[config.mk]
export PLATFORM = sky130hd
export DESIGN_NAME = mem_port_arbiter
export DESIGN_NICKNAME = d
export VERILOG_FILES = /design/src/rtl/mem_port_arbiter.sv
export SDC_FILE = /design/constraint.sdc
export NUM_CORES = 1
export LEC_CHECK = 0
export BUFFER_PORTS_ARGS = -buffer_cell sky130_fd_sc_hd__buf_2
export CAP_MARGIN = 10
export CORE_AREA = 3 3 150 152
export CTS_BUF_LIST = sky130_fd_sc_hd__clkbuf_2 sky130_fd_sc_hd__clkbuf_4 sky130_fd_sc_hd__clkbuf_8
export DETAILED_ROUTE_END_ITERATION = 10
export DIE_AREA = 0 0 153 155
export GPL_TIMING_DRIVEN = 1
export PLACE_DENSITY = 0.78
export SYNTH_ARGS = -nofsm -noshare
export SYNTH_HDL_FRONTEND = slang
export SYNTH_SLANG_ARGS = --single-unit
[constraint.sdc]
create_clock -name clk -period 5 [get_ports clk]
set_clock_uncertainty 0.05 [all_clocks]
set_input_delay 0 -clock clk [delete_from_list [all_inputs] [get_ports clk]]
set_output_delay 0 -clock clk [all_outputs]
set_load 0.005 [all_outputs]
[src/rtl/mem_port_arbiter.sv]
// Purpose : shares one fixed-latency, line-wide memory port between the I-cache and
//           D-cache miss paths; latches one request per transaction and returns the line.
// Latency : read acks LATENCY cycles after the grant edge, write+read 2*LATENCY, write-only LATENCY.
// Backpressure: requests are levels held until ack; they are ignored while busy.
// Ports:
//   clk, reset_n                         clock, async active-low reset
//   i_req_read, i_address                I-cache line read request and address
//   i_rdata, i_ack                       registered I line, one-cycle I completion pulse
//   d_req_read, d_req_write              D-cache refill / writeback requests
//   d_address, d_wb_address, d_wdata     D refill address, writeback address and line
//   d_rdata, d_ack                       registered D line, one-cycle D completion pulse
//   m_read, m_write, m_address           memory strobes and line-aligned address
//   m_wdata, m_rdata                     memory write line (0 when idle), memory read line
//   busy                                 high whenever a transaction is in flight
module mem_port_arbiter #(
   parameter int WORD_SIZE    = 16,
   parameter int LINE_SIZE    = 64,
   parameter int LATENCY      = 4,
   parameter int MAX_D_STREAK = 2
) (
   input  logic                 clk,
   input  logic                 reset_n,
   input  logic                 i_req_read,
   input  logic [WORD_SIZE-1:0] i_address,
   output logic [LINE_SIZE-1:0] i_rdata,
   output logic                 i_ack,
   input  logic                 d_req_read,
   input  logic                 d_req_write,
   input  logic [WORD_SIZE-1:0] d_address,
   input  logic [WORD_SIZE-1:0] d_wb_address,
   input  logic [LINE_SIZE-1:0] d_wdata,
   output logic [LINE_SIZE-1:0] d_rdata,
   output logic                 d_ack,
   output logic                 m_read,
   output logic                 m_write,
   output logic [WORD_SIZE-1:0] m_address,
   output logic [LINE_SIZE-1:0] m_wdata,
   input  logic [LINE_SIZE-1:0] m_rdata,
   output logic                 busy
);

   localparam int CW = (LATENCY > 1) ? $clog2(LATENCY) : 1;
   localparam int SW = (MAX_D_STREAK > 0) ? $clog2(MAX_D_STREAK + 1) : 1;
   localparam logic [CW-1:0]        CNT_INIT   = CW'(LATENCY - 1);
   localparam logic [SW-1:0]        STREAK_MAX = SW'(MAX_D_STREAK);
   // Lines are 4 words, so the low two address bits never reach memory.
   localparam logic [WORD_SIZE-1:0] LINE_MASK  = ~WORD_SIZE'(3);

   typedef enum logic [1:0] {IDLE, BUSY_W, BUSY_R, ACK} state_t;

   state_t                 r_state, w_state_nxt;
   logic [CW-1:0]          r_cnt, w_cnt_nxt;
   logic [SW-1:0]          r_d_streak;
   logic                   r_is_d;
   logic                   r_rd;
   logic [WORD_SIZE-1:0]   r_addr;
   logic [WORD_SIZE-1:0]   r_wb_addr;
   logic [LINE_SIZE-1:0]   r_wdata;

   logic w_d_req, w_i_force, w_grant_i, w_grant_d, w_grant, w_capture;

   // D has priority unless it has already won MAX_D_STREAK times in a row while I waited.
   assign w_d_req   = d_req_read | d_req_write;
   assign w_i_force = i_req_read && (r_d_streak == STREAK_MAX);
   assign w_grant_i = i_req_read && (!w_d_req || w_i_force);
   assign w_grant_d = w_d_req && !w_grant_i;
   assign w_grant   = (r_state == IDLE) && (w_grant_i || w_grant_d);
   assign w_capture = (r_state == BUSY_R) && (r_cnt == '0);

   always_ff @(posedge clk or negedge reset_n) begin
      if (!reset_n) begin
         r_state <= IDLE;
         r_cnt   <= '0;
      end else begin
         r_state <= w_state_nxt;
         r_cnt   <= w_cnt_nxt;
      end
   end

   always_comb begin
      w_state_nxt = r_state;
      w_cnt_nxt   = r_cnt;
      m_read      = 1'b0;
      m_write     = 1'b0;
      m_address   = '0;
      m_wdata     = '0;
      i_ack       = 1'b0;
      d_ack       = 1'b0;
      busy        = 1'b1;
      case (r_state)
         IDLE: begin
            busy = 1'b0;
            if (w_grant_i) begin
               w_state_nxt = BUSY_R;
               w_cnt_nxt   = CNT_INIT;
            end else if (w_grant_d) begin
               // A writeback always goes first; any refill follows it.
               w_state_nxt = d_req_write ? BUSY_W : BUSY_R;
               w_cnt_nxt   = CNT_INIT;
            end
         end
         BUSY_W: begin
            m_write   = 1'b1;
            m_address = r_wb_addr & LINE_MASK;
            m_wdata   = r_wdata;
            if (r_cnt == '0) begin
               if (r_rd) begin
                  w_state_nxt = BUSY_R;
                  w_cnt_nxt   = CNT_INIT;
               end else begin
                  w_state_nxt = ACK;
               end
            end else begin
               w_cnt_nxt = r_cnt - CW'(1);
            end
         end
         BUSY_R: begin
            m_read    = 1'b1;
            m_address = r_addr & LINE_MASK;
            if (r_cnt == '0) w_state_nxt = ACK;
            else             w_cnt_nxt   = r_cnt - CW'(1);
         end
         ACK: begin
            i_ack       = !r_is_d;
            d_ack       = r_is_d;
            w_state_nxt = IDLE;
         end
         default: begin
            w_state_nxt = IDLE;
         end
      endcase
   end

   always_ff @(posedge clk or negedge reset_n) begin
      if (!reset_n) begin
         r_d_streak <= '0;
         r_is_d     <= 1'b0;
         r_rd       <= 1'b0;
         r_addr     <= '0;
         r_wb_addr  <= '0;
         r_wdata    <= '0;
         i_rdata    <= '0;
         d_rdata    <= '0;
      end else begin
         if (w_grant) begin
            r_is_d <= w_grant_d;
            r_rd   <= w_grant_i | d_req_read;
            r_addr <= w_grant_i ? i_address : d_address;
            if (w_grant_d && d_req_write) begin
               r_wb_addr <= d_wb_address;
               r_wdata   <= d_wdata;
            end
            // Streak only grows while I is actually being passed over.
            if (w_grant_i || !i_req_read)
               r_d_streak <= '0;
            else if (r_d_streak != STREAK_MAX)
               r_d_streak <= r_d_streak + SW'(1);
         end
         // m_rdata is only valid in the final read cycle.
         if (w_capture) begin
            if (r_is_d) d_rdata <= m_rdata;
            else        i_rdata <= m_rdata;
         end
      end
   end

endmodule

==> reports/summary.txt, run 1 <==
RUN STATUS
----------------------------------------------------------------------------------------------------
Status                                                                                     completed

DRT
----------------------------------------------------------------------------------------------------
Total via count after detailed routing                                                          7943
WL per Instance                                                                              19.1 um
Total length of routed wires                                                                29500 um
First-pass detailed-route iteration total                                                          7
Number of DRC markers after the initial detailed-route iteration                                 428
Remaining DRCs                                                                                     0
Via/cell ratio                                                                                  5.15
Number of routed nets with antenna violations                                                      0

GRT
----------------------------------------------------------------------------------------------------
Pin count of the biggest net entering global routing                                             126
First-pass GRT wire length                                                                  46200 um
Number of global-route vias before repair                                                       8659
Met2 usage in global routing                                                                   0.428
Combined global-route utilization of all metal layers                                          0.240
Antenna violations before repair                                                                   2
Grt peak-use layer                                                                              met2
Global-route met3 utilization                                                                 0.0631
Leftover overflow at the end of global routing                                                     0
Global-route track usage on met1                                                               0.281

SYNTH
----------------------------------------------------------------------------------------------------
Post-synth EDFFs                                                                                   0
Count of synthesis-stage warnings from yosys                                                       0
Yosys top cell by area                                                                  sky130_fd_sc_hd__dfrtp_1
Number of distinct library cells after synthesis                                                  34
Post-synthesis sequential area ratio                                                           0.593
Most frequently used cell type in the post-synthesis netlist                            sky130_fd_sc_hd__dfrtp_1
Largest cells by area after synthesis                                                   sky130_fd_sc_hd__dfrtp_1 59%, sky130_fd_sc_hd__mux2_2 22%, sky130_fd_sc_hd__and2_1 4.3%
Mapped Avg Cell Area                                                                        14.1 um2
Proportion of synthesized flip-flops having asynchronous set or reset                           1.00
Top FF cell, synth                                                                      sky130_fd_sc_hd__dfrtp_1
Number of standard cells after synthesis                                                         684
Number of storage elements in the synthesis netlist                                              228
Synth top area share                                                                           0.593
Most common library cells after synthesis                                               228 x sky130_fd_sc_hd__dfrtp_1, 186 x sky130_fd_sc_hd__mux2_2, 66 x sky130_fd_sc_hd__and2_1
Synthesized cell area                                                                    0.00962 mm2

CTS
----------------------------------------------------------------------------------------------------
Number of sinks handled by clock tree synthesis                                                  228
Number of H-tree levels                                                                            2
CTS Root Cell                                                                           sky130_fd_sc_hd__clkbuf_8
Clk Latency, worst-skew pair                                                                  530 ps
Maximum buffer depth of the clock tree                                                             3
CTS tree                                                                                         yes
Clock-pin slew reported for the worst setup and hold paths after clock tree synthesis          60 ps
Cts bufs inserted                                                                                 38

FLOORPLAN
----------------------------------------------------------------------------------------------------
Die width                                                                                     153 um
Core area                                                                                 0.0212 mm2
Top-level I/O count                                                                              394
Cell Rows                                                                                         53
Starting density of the core                                                                   0.455
Die height                                                                                    155 um
Die footprint                                                                             0.0237 mm2

CRITICAL PATH
----------------------------------------------------------------------------------------------------
End point of the critical path                                                          d_rdata[9]$_DFFE_PN0P_
Worst R2R Start                                                                         r_state[0]$_DFFE_PN0P_
Worst setup path start                                                                  r_state[0]$_DFFE_PN0P_
R2R setup slack                                                                              1570 ps
Worst reg2reg path endpoint                                                             d_rdata[9]$_DFFE_PN0P_
Critical path endpoint category                                                             register
Signal arrival time at the worst endpoint                                                    3770 ps
Largest fanout on the critical path                                                               36
Setup crit start kind                                                                       register
Depth of the worst register-to-register path                                                       5
Type of the setup path with the least slack                                                  reg2reg
Required time of the critical path                                                           5340 ps

POWER AND IR DROP
----------------------------------------------------------------------------------------------------
Switching part of the total                                                                    0.329
Max VDD drop                                                                              0.000355 V
Fraction of power consumed by the clock network                                                0.192
Portion of total power attributed to sequential cells                                          0.397
Leakage dissipation                                                                       0.00685 uW
Reported net switching power                                                                 2760 uW
Cell area power density                                                                   588 mW/mm2
Total power draw                                                                             8370 uW
Internal                                                                                     5610 uW
Portion of total power attributed to combinational logic                                       0.411

STA
----------------------------------------------------------------------------------------------------
Achievable frequency                                                                         292 MHz
Hold violation count in the final report                                                           0
Slew Limit Fails                                                                                   0
Total Negative Setup Slacks                                                                     0 ps
Worst-case setup margin in the final layout                                                  1570 ps
Slew margin rel.                                                                               0.170
Tightest Pin Transition                                                                      1240 ps
Shortest period the worst path allows                                                        3430 ps
Final cycle utilization of the critical path                                                   0.685
Setup violations, final                                                                            0
Unrepaired setup endpoints after global routing                                                false

LAYOUT
----------------------------------------------------------------------------------------------------
Area overhead of the layout relative to synthesis                                              47.8%
Fill cell total of the finished layout                                                          1391
Final-stage net count                                                                           1434
Post-route non-filler standard cell count                                                       1543
Fraction of layout instances using a drive strength above 1                                    0.526
Post-layout utilization of the core                                                            0.672

PLACED DESIGN
----------------------------------------------------------------------------------------------------
Placed cells                                                                                    1305
Port Buffer Count                                                                                385
Detailed placer's ending HPWL                                                               17700 um
Worst setup slack before clock tree synthesis                                                1660 ps
Routability congestion estimate                                                                0.798

FLOW RUN
----------------------------------------------------------------------------------------------------
Number of maximum-capacitance constraint violations                                                0

HOLD PATH
----------------------------------------------------------------------------------------------------
Class of the worst hold path                                                                in2async

==> critical path: stages, from the launching register on <==
cell	delay [ps]
sky130_fd_sc_hd__dfrtp_1	440
sky130_fd_sc_hd__inv_1	120
sky130_fd_sc_hd__ha_1	750
sky130_fd_sc_hd__nand3_2	1030
sky130_fd_sc_hd__buf_4	560
sky130_fd_sc_hd__mux2_2	310
==> metal layers <==
metal,wire length (um),up-vias
met5,13,-
met4,992,2
met3,2520,80
met2,15100,444
met1,10900,3906
li1,-,3511
==> registers in the layout (all words and copies together) (netlist names) <==
register and flops:
d_rdata 64, i_rdata 64, r_wdata 64, r_addr 14, r_wb_addr 14, r_cnt 2, r_d_streak 2, r_state 2
r_is_d 1, r_rd 1
==> per-stage QoR <==
| step | hold WS [ps] | instance area, um2 |
|---|---|---|
| finish | 25.6 | 14200 |
| global route | 87.3 | 14200 |
| global placement | 33.4 | 11700 |
| CTS | 55.7 | 14200 |
| floorplan | -346 | 9620 |
| detailed placement | 31.7 | 11700 |
==> power groups by stage <==
stage	Sequential, uW	Combinational [uW]	Clock, uW
finish	3330	3440	1600
global route	3420	3700	1730
CTS	3270	3360	1640
detailed placement	3300	3120	0
global placement	3240	3030	0
floorplan	3250	1800	0
==> worst min-delay path by stage <==
stage,start,end,slack (ps),cells after the start
after floorplan,reset_n,d_rdata[0]$_DFFE_PN0P_,-350,0
after global placement,reset_n,i_rdata[38]$_DFFE_PN0P_,30,1
after detailed placement,reset_n,i_rdata[38]$_DFFE_PN0P_,30,1
after CTS,reset_n,i_rdata[38]$_DFFE_PN0P_,60,2
after global routing,reset_n,d_rdata[36]$_DFFE_PN0P_,90,2
final,reset_n,d_rdata[36]$_DFFE_PN0P_,30,2
==> cell families (layout without fill, tap and decap cells) <==
| logic type | Yosys count | in the layout | share of synthesized area |
|---|---|---|---|
| adder cells (fa/ha/maj) | 7 | 7 | 0.00910 |
| other | 1 | 3 | 0.000390 |
| multiplexers | 208 | 208 | 0.252 |
| flip-flops | 228 | 228 | 0.593 |
| buffers and inverters | 53 | 635 | 0.0282 |
| AND/OR/NAND/NOR | 111 | 111 | 0.0680 |
| AO/OA/AOI/OAI | 76 | 76 | 0.0497 |
==> what timing repair did <==
action	in CTS	in global routing
hold buffers	176	0
resized for setup	0	0
endpoints found under the hold margin	329	0
setup buffers	0	0
==> final cells by class <==
cell class                      instances  area, um2  share of cell area
Clock buffer                           53        679              0.0478
Inverter                                7       26.3             0.00185
Tap cell                              275        344              0.0242
Multi-Input combinational cell        404       3650               0.257
Clock inverter                          8       48.8             0.00343
Sequential cell                       228       5710               0.401
Timing Repair Buffer                  567       3760               0.264
Antenna cell                            1       2.50            0.000176
==> placed cells by master (no fill, tap or decap), types with 2 or more instances in the layout <==
cell type                       count
sky130_fd_sc_hd__dfrtp_1          228
sky130_fd_sc_hd__o21ai_0           20
sky130_fd_sc_hd__nand2_1            5
sky130_fd_sc_hd__dlygate4sd3_1    176
sky130_fd_sc_hd__clkbuf_8          45
sky130_fd_sc_hd__buf_4              5
sky130_fd_sc_hd__a22oi_1           14
sky130_fd_sc_hd__ha_1               6
sky130_fd_sc_hd__o21bai_1           2
sky130_fd_sc_hd__a21oi_1           18
sky130_fd_sc_hd__nor2b_1           16
sky130_fd_sc_hd__a31oi_1           16
sky130_fd_sc_hd__conb_1             2
sky130_fd_sc_hd__mux2_2           186
sky130_fd_sc_hd__inv_1              7
sky130_fd_sc_hd__and2_1            66
sky130_fd_sc_hd__mux2_4            21
sky130_fd_sc_hd__clkbuf_4           8
sky130_fd_sc_hd__nand3_1            2
sky130_fd_sc_hd__clkinvlp_4         2
sky130_fd_sc_hd__clkinv_2           5
sky130_fd_sc_hd__nor2_1            16
sky130_fd_sc_hd__buf_2            384
No activity file was read; power rests on OpenSTA's default activity.
==> inputs of run 2 (changes only) <==
- CORE_AREA: 3 3 150 152 -> 3 3 152 154
- DIE_AREA: 0 0 153 155 -> 0 0 155 157
- PLACE_DENSITY: 0.78 -> 0.76
- clock period: 5 -> 3.3 ns (I/O delays scaled with it)
==> reports/summary.txt, run 2 (synthesized netlist as in run 1, its figures left out) <==
RUN STATUS
----------------------------------------------------------------------------------------------------
Status                                                                                     completed   unchanged

CTS
----------------------------------------------------------------------------------------------------
Hold bufs inserted after CTS                                                                     176   unchanged
Clk Latency, worst-skew pair                                                                  510 ps   was 530 ps
Number of H-tree levels                                                                            2   unchanged
Maximum buffer depth of the clock tree                                                             3   unchanged
Clock-pin slew reported for the worst setup and hold paths after clock tree synthesis          60 ps   about the same
CTS tree                                                                                         yes   unchanged
Count of buffers added by post-CTS timing repair for setup                                         0   unchanged
CTS Root Cell                                                                           sky130_fd_sc_hd__clkbuf_8   unchanged
Cts bufs inserted                                                                                 40   was 38
Number of gates resized after CTS                                                                  0   unchanged
Number of sinks handled by clock tree synthesis                                                  228   unchanged

CRITICAL PATH
----------------------------------------------------------------------------------------------------
Type of the setup path with the least slack                                                  reg2reg   unchanged
Critical path endpoint category                                                             register   unchanged
List of cells traversed by the critical path                                            inv_1 -> ha_1 -> o31a_1 -> nor2_1 -> a21oi_1 -> dlygate4sd3_1   was inv_1 -> ha_1 -> nand3_2 -> buf_4 -> mux2_2
Signal arrival time at the worst endpoint                                                    2980 ps   was 3770 ps
Slowest cell on the critical path                                                       sky130_fd_sc_hd__o31a_1   was sky130_fd_sc_hd__nand3_2
Largest fanout on the critical path                                                               14   was 36
Count of buffer and inverter cells on the critical path                                            2   unchanged
Largest delay contributor family on the critical path                                   compound AO/OA/AOI/OAI gates   was simple AND/OR/NAND/NOR gates
Highest cell delay on the worst timing path                                                   620 ps   was 1030 ps
Required time of the critical path                                                           3680 ps   was 5340 ps
Setup crit start kind                                                                       register   unchanged

PLACED DESIGN
----------------------------------------------------------------------------------------------------
Detailed placer's ending HPWL                                                               17900 um   was 17700 um
Routability congestion estimate                                                                0.815   was 0.798
Port Buffer Count                                                                                385   unchanged

FLOORPLAN
----------------------------------------------------------------------------------------------------
Die width                                                                                     155 um   was 153 um
Starting density of the core                                                                   0.441   was 0.455
Die height                                                                                    157 um   was 155 um
Die footprint                                                                             0.0243 mm2   was 0.0237 mm2
Core area                                                                                 0.0218 mm2   was 0.0212 mm2
Top-level I/O count                                                                              394   unchanged
Cell Rows                                                                                         54   was 53

LAYOUT
----------------------------------------------------------------------------------------------------
Area overhead of the layout relative to synthesis                                              49.8%   was 47.8%
Fraction of layout instances using a drive strength above 1                                    0.532   was 0.526
Final-stage net count                                                                           1444   was 1434
Commonest non-fill, non-tap cells in the layout                                         384 x sky130_fd_sc_hd__buf_2, 228 x sky130_fd_sc_hd__dfrtp_1, 186 x sky130_fd_sc_hd__mux2_2   unchanged
Fill cell total of the finished layout                                                          1474   was 1391
Most common cell after layout, fill and taps aside                                      sky130_fd_sc_hd__buf_2   unchanged
Regs by FF count                                                                        d_rdata (64), i_rdata (64), r_wdata (64)   unchanged

HOLD PATH
----------------------------------------------------------------------------------------------------
Class of the worst hold path                                                                in2async   unchanged

DRT
----------------------------------------------------------------------------------------------------
Detailed route wirelength on metal3                                                          2570 um   was 2520 um
Highest routed layer                                                                            met4   was met5
WL per Instance                                                                              18.9 um   was 19.1 um
First-pass detailed-route iteration total                                                          4   was 7
Total via count after detailed routing                                                          7848   was 7943
Number of DRC markers after the initial detailed-route iteration                                 417   was 428
Remaining DRCs                                                                                     0   unchanged
Routed met2 length                                                                          15200 um   was 15100 um
Number of routed nets with antenna violations                                                      0   unchanged
Met1 Routed Length                                                                          11100 um   was 10900 um
Via/cell ratio                                                                                  5.02   was 5.15
Total length of routed wires                                                                29600 um   was 29500 um

GRT
----------------------------------------------------------------------------------------------------
Antenna violations before repair                                                                   2   unchanged
Number of global-route vias before repair                                                       8524   was 8659
First-pass GRT wire length                                                                  46200 um   about the same
Pin count of the biggest net entering global routing                                             111   was 126
Combined global-route utilization of all metal layers                                          0.236   was 0.240
Leftover overflow at the end of global routing                                                     0   unchanged

POWER AND IR DROP
----------------------------------------------------------------------------------------------------
Leakage dissipation                                                                       0.00694 uW   was 0.00685 uW
Max VDD drop                                                                              0.000470 V   was 0.000355 V
Cell area power density                                                                   892 mW/mm2   was 588 mW/mm2
Total power draw                                                                            12800 uW   was 8370 uW
Internal                                                                                     8680 uW   was 5610 uW
Portion of total power attributed to combinational logic                                       0.407   was 0.411
Fraction of power consumed by the clock network                                                0.200   was 0.192
Reported net switching power                                                                 4170 uW   was 2760 uW
Portion of total power attributed to sequential cells                                          0.393   was 0.397
Switching part of the total                                                                    0.325   was 0.329

STA
----------------------------------------------------------------------------------------------------
Total Negative Setup Slacks                                                                     0 ps   unchanged
Shortest period the worst path allows                                                        2600 ps   was 3430 ps
Achievable frequency                                                                         385 MHz   was 292 MHz
Unrepaired setup endpoints after global routing                                                false   unchanged
Slew margin rel.                                                                               0.443   was 0.170
Tightest Pin Transition                                                                       836 ps   was 1240 ps
Final cycle utilization of the critical path                                                   0.787   was 0.685
Setup violations, final                                                                            0   unchanged
Slew Limit Fails                                                                                   0   unchanged
Hold violation count in the final report                                                           0   unchanged

FLOW RUN
----------------------------------------------------------------------------------------------------
Number of maximum-capacitance constraint violations                                                0   unchanged

run 2: power groups by stage:
stage	sequential, uW	clock (uW)	combinational (uW)
global placement	4900	0	4670
floorplan	4930	0	2730
CTS	4960	2650	5130
detailed placement	4990	0	4770
finish	5040	2570	5230
global route	5200	2780	5670
run 2: worst paths after layout:
| path | slack [ps] | from | cells after the start | endpoint |
|---|---|---|---|---|
| max reg2reg | 700 | r_state[0]$_DFFE_PN0P_ | 6 | r_addr[12]$_DFFE_PN0P_ |
| min | 140 | reset_n | 2 | r_wdata[19]$_DFFE_PN0P_ |
| min in group clk | 210 | d_wdata[56] | 3 | r_wdata[56]$_DFFE_PN0P_ |
| max | 700 | r_state[0]$_DFFE_PN0P_ | 6 | r_addr[12]$_DFFE_PN0P_ |
| min reg2reg | 450 | r_d_streak[0]$_DFFE_PN0P_ | 1 | r_d_streak[0]$_DFFE_PN0P_ |
| max in group asynchronous | 2220 | reset_n | 3 | i_rdata[33]$_DFFE_PN0P_ |
run 2: final cells by class:
type                    count  area [um2]  share of cell area
clock inverters             7        42.5             0.00295
repair buffers            575        3870               0.268
well taps                 280         350              0.0243
multi-input cells         404        3650               0.254
flip-flops and latches    228        5710               0.396
clock buffers              60         757              0.0525
diodes                      2        5.00            0.000347
inverters                   7        26.3             0.00182
run 2: through the flow:
stage	worst slack (ps)	util	hold slack [ps]	cell area, um2	std cells
5_1_grt	605	0.660	177	14400	1563
3_5_place_dp	923	0.543	83.8	11800	1318
2_1_floorplan	1430	-	-346	9620	685
4_1_cts	833	0.660	119	14400	1561
6_report	704	0.660	143	14400	1563
3_3_place_gp	963	0.543	79.4	11800	1318
run 2: routing by layer:
metal	vias up	track usage
met3	64	0.0668
li1	3526	-
met4	0	0.0803
met5	-	0
met2	387	0.423
met1	3871	0.273
==> inputs of run 3 (changes only) <==
- ABC_AREA: default -> 1
- CORE_AREA: 3 3 152 154 -> 3 3 153 155
- DIE_AREA: 0 0 155 157 -> 0 0 156 158
- PLACE_DENSITY: 0.76 -> 0.77
- clock period: 3.3 -> 2.45 ns (I/O delays scaled with it)
==> reports/summary.txt, run 3 <==
CTS
----------------------------------------------------------------------------------------------------
Clock-pin slew reported for the worst setup and hold paths after clock tree synthesis          60 ps   about the same
Number of sinks handled by clock tree synthesis                                                  228   unchanged
Number of H-tree levels                                                                            2   unchanged
CTS Root Cell                                                                           sky130_fd_sc_hd__clkbuf_8   unchanged
Maximum buffer depth of the clock tree                                                             3   unchanged
CTS tree                                                                                         yes   unchanged
Cts bufs inserted                                                                                 38   was 40
Clk Latency, worst-skew pair                                                                  520 ps   was 510 ps

CRITICAL PATH
----------------------------------------------------------------------------------------------------
Depth of the worst register-to-register path                                                       8   was 6
Critical path depth                                                                                5   was 6
Required time of the critical path                                                           2400 ps   was 3680 ps
Critical path endpoint category                                                         primary output   was register
Count of buffer and inverter cells on the critical path                                            3   was 2
Largest delay contributor family on the critical path                                   buffers and inverters   was compound AO/OA/AOI/OAI gates
Type of the setup path with the least slack                                                  reg2out   was reg2reg
Slowest cell on the critical path                                                       sky130_fd_sc_hd__dfrtp_1   was sky130_fd_sc_hd__o31a_1
Highest cell delay on the worst timing path                                                   460 ps   was 620 ps
Largest fanout on the critical path                                                               15   was 14
Library cell appearing most often on the critical path                                  sky130_fd_sc_hd__inv_1
Setup crit start kind                                                                       register   unchanged
List of cells traversed by the critical path                                            inv_1 -> ha_1 -> inv_1 -> a21oi_1 -> buf_2   was inv_1 -> ha_1 -> o31a_1 -> nor2_1 -> a21oi_1 -> dlygate4sd3_1
Signal arrival time at the worst endpoint                                                    2120 ps   was 2980 ps

FLOORPLAN
----------------------------------------------------------------------------------------------------
Cell Rows                                                                                         54   unchanged
Top-level I/O count                                                                              394   unchanged
Die height                                                                                    158 um   was 157 um
Core area                                                                                 0.0220 mm2   was 0.0218 mm2
Starting density of the core                                                                   0.447   was 0.441
Die width                                                                                     156 um   was 155 um
Die footprint                                                                             0.0246 mm2   was 0.0243 mm2

PLACED DESIGN
----------------------------------------------------------------------------------------------------
Placed cells                                                                                    1810   was 1318
Port Buffer Count                                                                                385   unchanged
Detailed placer's ending HPWL                                                               20100 um   was 17900 um
Routability congestion estimate                                                                0.876   was 0.815

STA
----------------------------------------------------------------------------------------------------
Hold Worst Slack                                                                             43.8 ps   was 143 ps
Slew Limit Fails                                                                                   0   unchanged
Unrepaired setup endpoints after global routing                                                false   unchanged
Final cycle utilization of the critical path                                                   0.887
Tightest Pin Transition                                                                       737 ps   was 836 ps
Achievable frequency                                                                         460 MHz
Shortest period the worst path allows                                                        2170 ps
Hold violation count in the final report                                                           0   unchanged
Total Negative Setup Slacks                                                                     0 ps   unchanged
Slew margin rel.                                                                               0.508   was 0.443
Setup violations, final                                                                            0   unchanged

POWER AND IR DROP
----------------------------------------------------------------------------------------------------
Max VDD drop                                                                              0.000561 V   was 0.000470 V
Portion of total power attributed to sequential cells                                          0.419   was 0.393
Internal                                                                                    10100 uW   was 8680 uW
Switching part of the total                                                                    0.376   was 0.325
Reported net switching power                                                                 6090 uW   was 4170 uW
Leakage dissipation                                                                       0.00864 uW   was 0.00694 uW
Cell area power density                                                                  1110 mW/mm2   was 892 mW/mm2
Portion of total power attributed to combinational logic                                       0.372   was 0.407
Fraction of power consumed by the clock network                                                0.209   was 0.200

DRT
----------------------------------------------------------------------------------------------------
Total via count after detailed routing                                                         10200   was 7848
WL per Instance                                                                              16.2 um   was 18.9 um
Remaining DRCs                                                                                     0   unchanged
Number of routed nets with antenna violations                                                      0   unchanged
Via/cell ratio                                                                                  4.94   was 5.02
Total length of routed wires                                                                33300 um   was 29600 um
Number of DRC markers after the initial detailed-route iteration                                 868   was 417
First-pass detailed-route iteration total                                                          6   was 4

SYNTH
----------------------------------------------------------------------------------------------------
Synth top area share                                                                           0.582   was 0.593
Largest cells by area after synthesis                                                   sky130_fd_sc_hd__dfrtp_1 58%, sky130_fd_sc_hd__nand2_1 14%, sky130_fd_sc_hd__o21ai_0 11%   was sky130_fd_sc_hd__dfrtp_1 59%, sky130_fd_sc_hd__mux2_2 22%, sky130_fd_sc_hd__and2_1 4.3%
Number of storage elements in the synthesis netlist                                              228   unchanged
Top FF cell, synth                                                                      sky130_fd_sc_hd__dfrtp_1   unchanged
Count of synthesis-stage warnings from yosys                                                       0   unchanged
Mapped Avg Cell Area                                                                        8.24 um2   was 14.1 um2
Most frequently used cell type in the post-synthesis netlist                            sky130_fd_sc_hd__nand2_1   was sky130_fd_sc_hd__dfrtp_1
Post-synthesis sequential area ratio                                                           0.582   was 0.593
Proportion of synthesized flip-flops having asynchronous set or reset                           1.00   unchanged
Number of distinct library cells after synthesis                                                  21   was 34
Synthesized cell area                                                                    0.00981 mm2   was 0.00962 mm2
Post-synth EDFFs                                                                                   0   unchanged
Most common library cells after synthesis                                               366 x sky130_fd_sc_hd__nand2_1, 248 x sky130_fd_sc_hd__inv_1, 228 x sky130_fd_sc_hd__dfrtp_1   was 228 x sky130_fd_sc_hd__dfrtp_1, 186 x sky130_fd_sc_hd__mux2_2, 66 x sky130_fd_sc_hd__and2_1
Yosys top cell by area                                                                  sky130_fd_sc_hd__dfrtp_1   unchanged
Number of standard cells after synthesis                                                        1190   was 684

GRT
----------------------------------------------------------------------------------------------------
Antenna violations before repair                                                                   6   was 2
Pin count of the biggest net entering global routing                                              88   was 111
Leftover overflow at the end of global routing                                                     0   unchanged
Number of global-route vias before repair                                                      10400   was 8524
Met2 usage in global routing                                                                   0.449   was 0.423
Combined global-route utilization of all metal layers                                          0.264   was 0.236
Grt peak-use layer                                                                              met2   unchanged
Global-route met3 utilization                                                                 0.0675   was 0.0668
Global-route track usage on met1                                                               0.311   was 0.273
First-pass GRT wire length                                                                  52600 um   was 46200 um

LAYOUT
----------------------------------------------------------------------------------------------------
Post-route non-filler standard cell count                                                       2055   was 1563
Commonest non-fill, non-tap cells in the layout                                         384 x sky130_fd_sc_hd__buf_2, 366 x sky130_fd_sc_hd__nand2_1, 248 x sky130_fd_sc_hd__inv_1   was 384 x sky130_fd_sc_hd__buf_2, 228 x sky130_fd_sc_hd__dfrtp_1, 186 x sky130_fd_sc_hd__mux2_2
Fraction of layout instances using a drive strength above 1                                    0.269   was 0.532
Final-stage net count                                                                           1932   was 1444
Area overhead of the layout relative to synthesis                                              48.8%   was 49.8%
Most common cell after layout, fill and taps aside                                      sky130_fd_sc_hd__buf_2   unchanged
Regs by FF count                                                                        d_rdata (64), i_rdata (64), r_wdata (64)   unchanged

HOLD PATH
----------------------------------------------------------------------------------------------------
Class of the worst hold path                                                                in2async   unchanged

FLOW RUN
----------------------------------------------------------------------------------------------------
Number of maximum-capacitance constraint violations                                                0   unchanged

RUN STATUS
----------------------------------------------------------------------------------------------------
Status                                                                                     completed   unchanged

## run 3: cell types whose count changed after synthesis, sizes merged, moves of 13 or more
cell    before  now
nand2        5  367
o21ai       20  215
nor2        16    3
nand3        3   34
inv          7  250
clkbuf      13   30
nor2b       16    0
a22oi       14    0
and2        66    0
mux2       207    0
a31oi       16    0
## run 3: per-stage QoR
stage | area [um2] | util | total power (uW) | setup WS [ps]
after floorplan | 9810 | - | 9540 | 845
after global placement | 12100 | 0.549 | 12000 | 555
after detailed placement | 12100 | 0.549 | 12300 | 520
after CTS | 14600 | 0.663 | 16000 | 100
after global routing | 14600 | 0.664 | 17400 | 133
final | 14600 | 0.665 | 16200 | 276
## run 3: final timing paths
check | to | slack (ps) | from
max in group asynchronous | r_wdata[7]$_DFFE_PN0P_ | 1530 | reset_n
hold reg to reg | i_rdata[38]$_DFFE_PN0P_ | 430 | i_rdata[38]$_DFFE_PN0P_
min in group clk | r_wdata[58]$_DFFE_PN0P_ | 230 | d_wdata[58]
setup reg to reg | r_addr[8]$_DFFE_PN0P_ | 300 | r_d_streak[0]$_DFFE_PN0P_
hold / removal | r_wb_addr[10]$_DFFE_PN0P_ | 40 | reset_n
setup / recovery | m_address[13] | 280 | r_state[0]$_DFFE_PN0P_
## run 3: logic make-up after synthesis
family	count (synthesis)	synth area share
simple gates	408	0.162
buf+inv	315	0.128
compound gates	231	0.119
flops	228	0.582
fa+ha+maj	7	0.00893
other cells	1	0.000382
## run 3: power by group through the flow
| stage | logic [uW] | clock network [uW] | registers, uW |
|---|---|---|---|
| global route | 6800 | 3630 | 6950 |
| CTS | 5840 | 3450 | 6670 |
| global placement | 5420 | 0 | 6630 |
| floorplan | 2870 | 0 | 6670 |
| detailed placement | 5600 | 0 | 6710 |
| finish | 6030 | 3380 | 6780 |
## run 3: final cells by class
class | count | area, um2
Antenna cell | 8 | 20.0
Clock buffer | 58 | 729
Clock inverter | 5 | 33.8
Fill cell | 1597 | 7370
Inverter | 250 | 938
Multi-Input combinational cell | 648 | 2890
Sequential cell | 228 | 5710
Tap cell | 280 | 350
Timing Repair Buffer | 578 | 3920
## run 3: what timing repair did
action | 4_1_cts | 5_1_grt
buffers inserted | 0 | 0
hold buffers | 174 | 0
endpoints found under the setup margin | 0 | 2
resized for setup | 0 | 1
hold endpoints to repair | 437 | 0
## run 3: metal layers
metal | share of wire | up-vias
li1 | - | 4697
met3 | 0.086 | 142
met1 | 0.37 | 4737
met5 | 0 | -
met2 | 0.49 | 577
met4 | 0.050 | 0
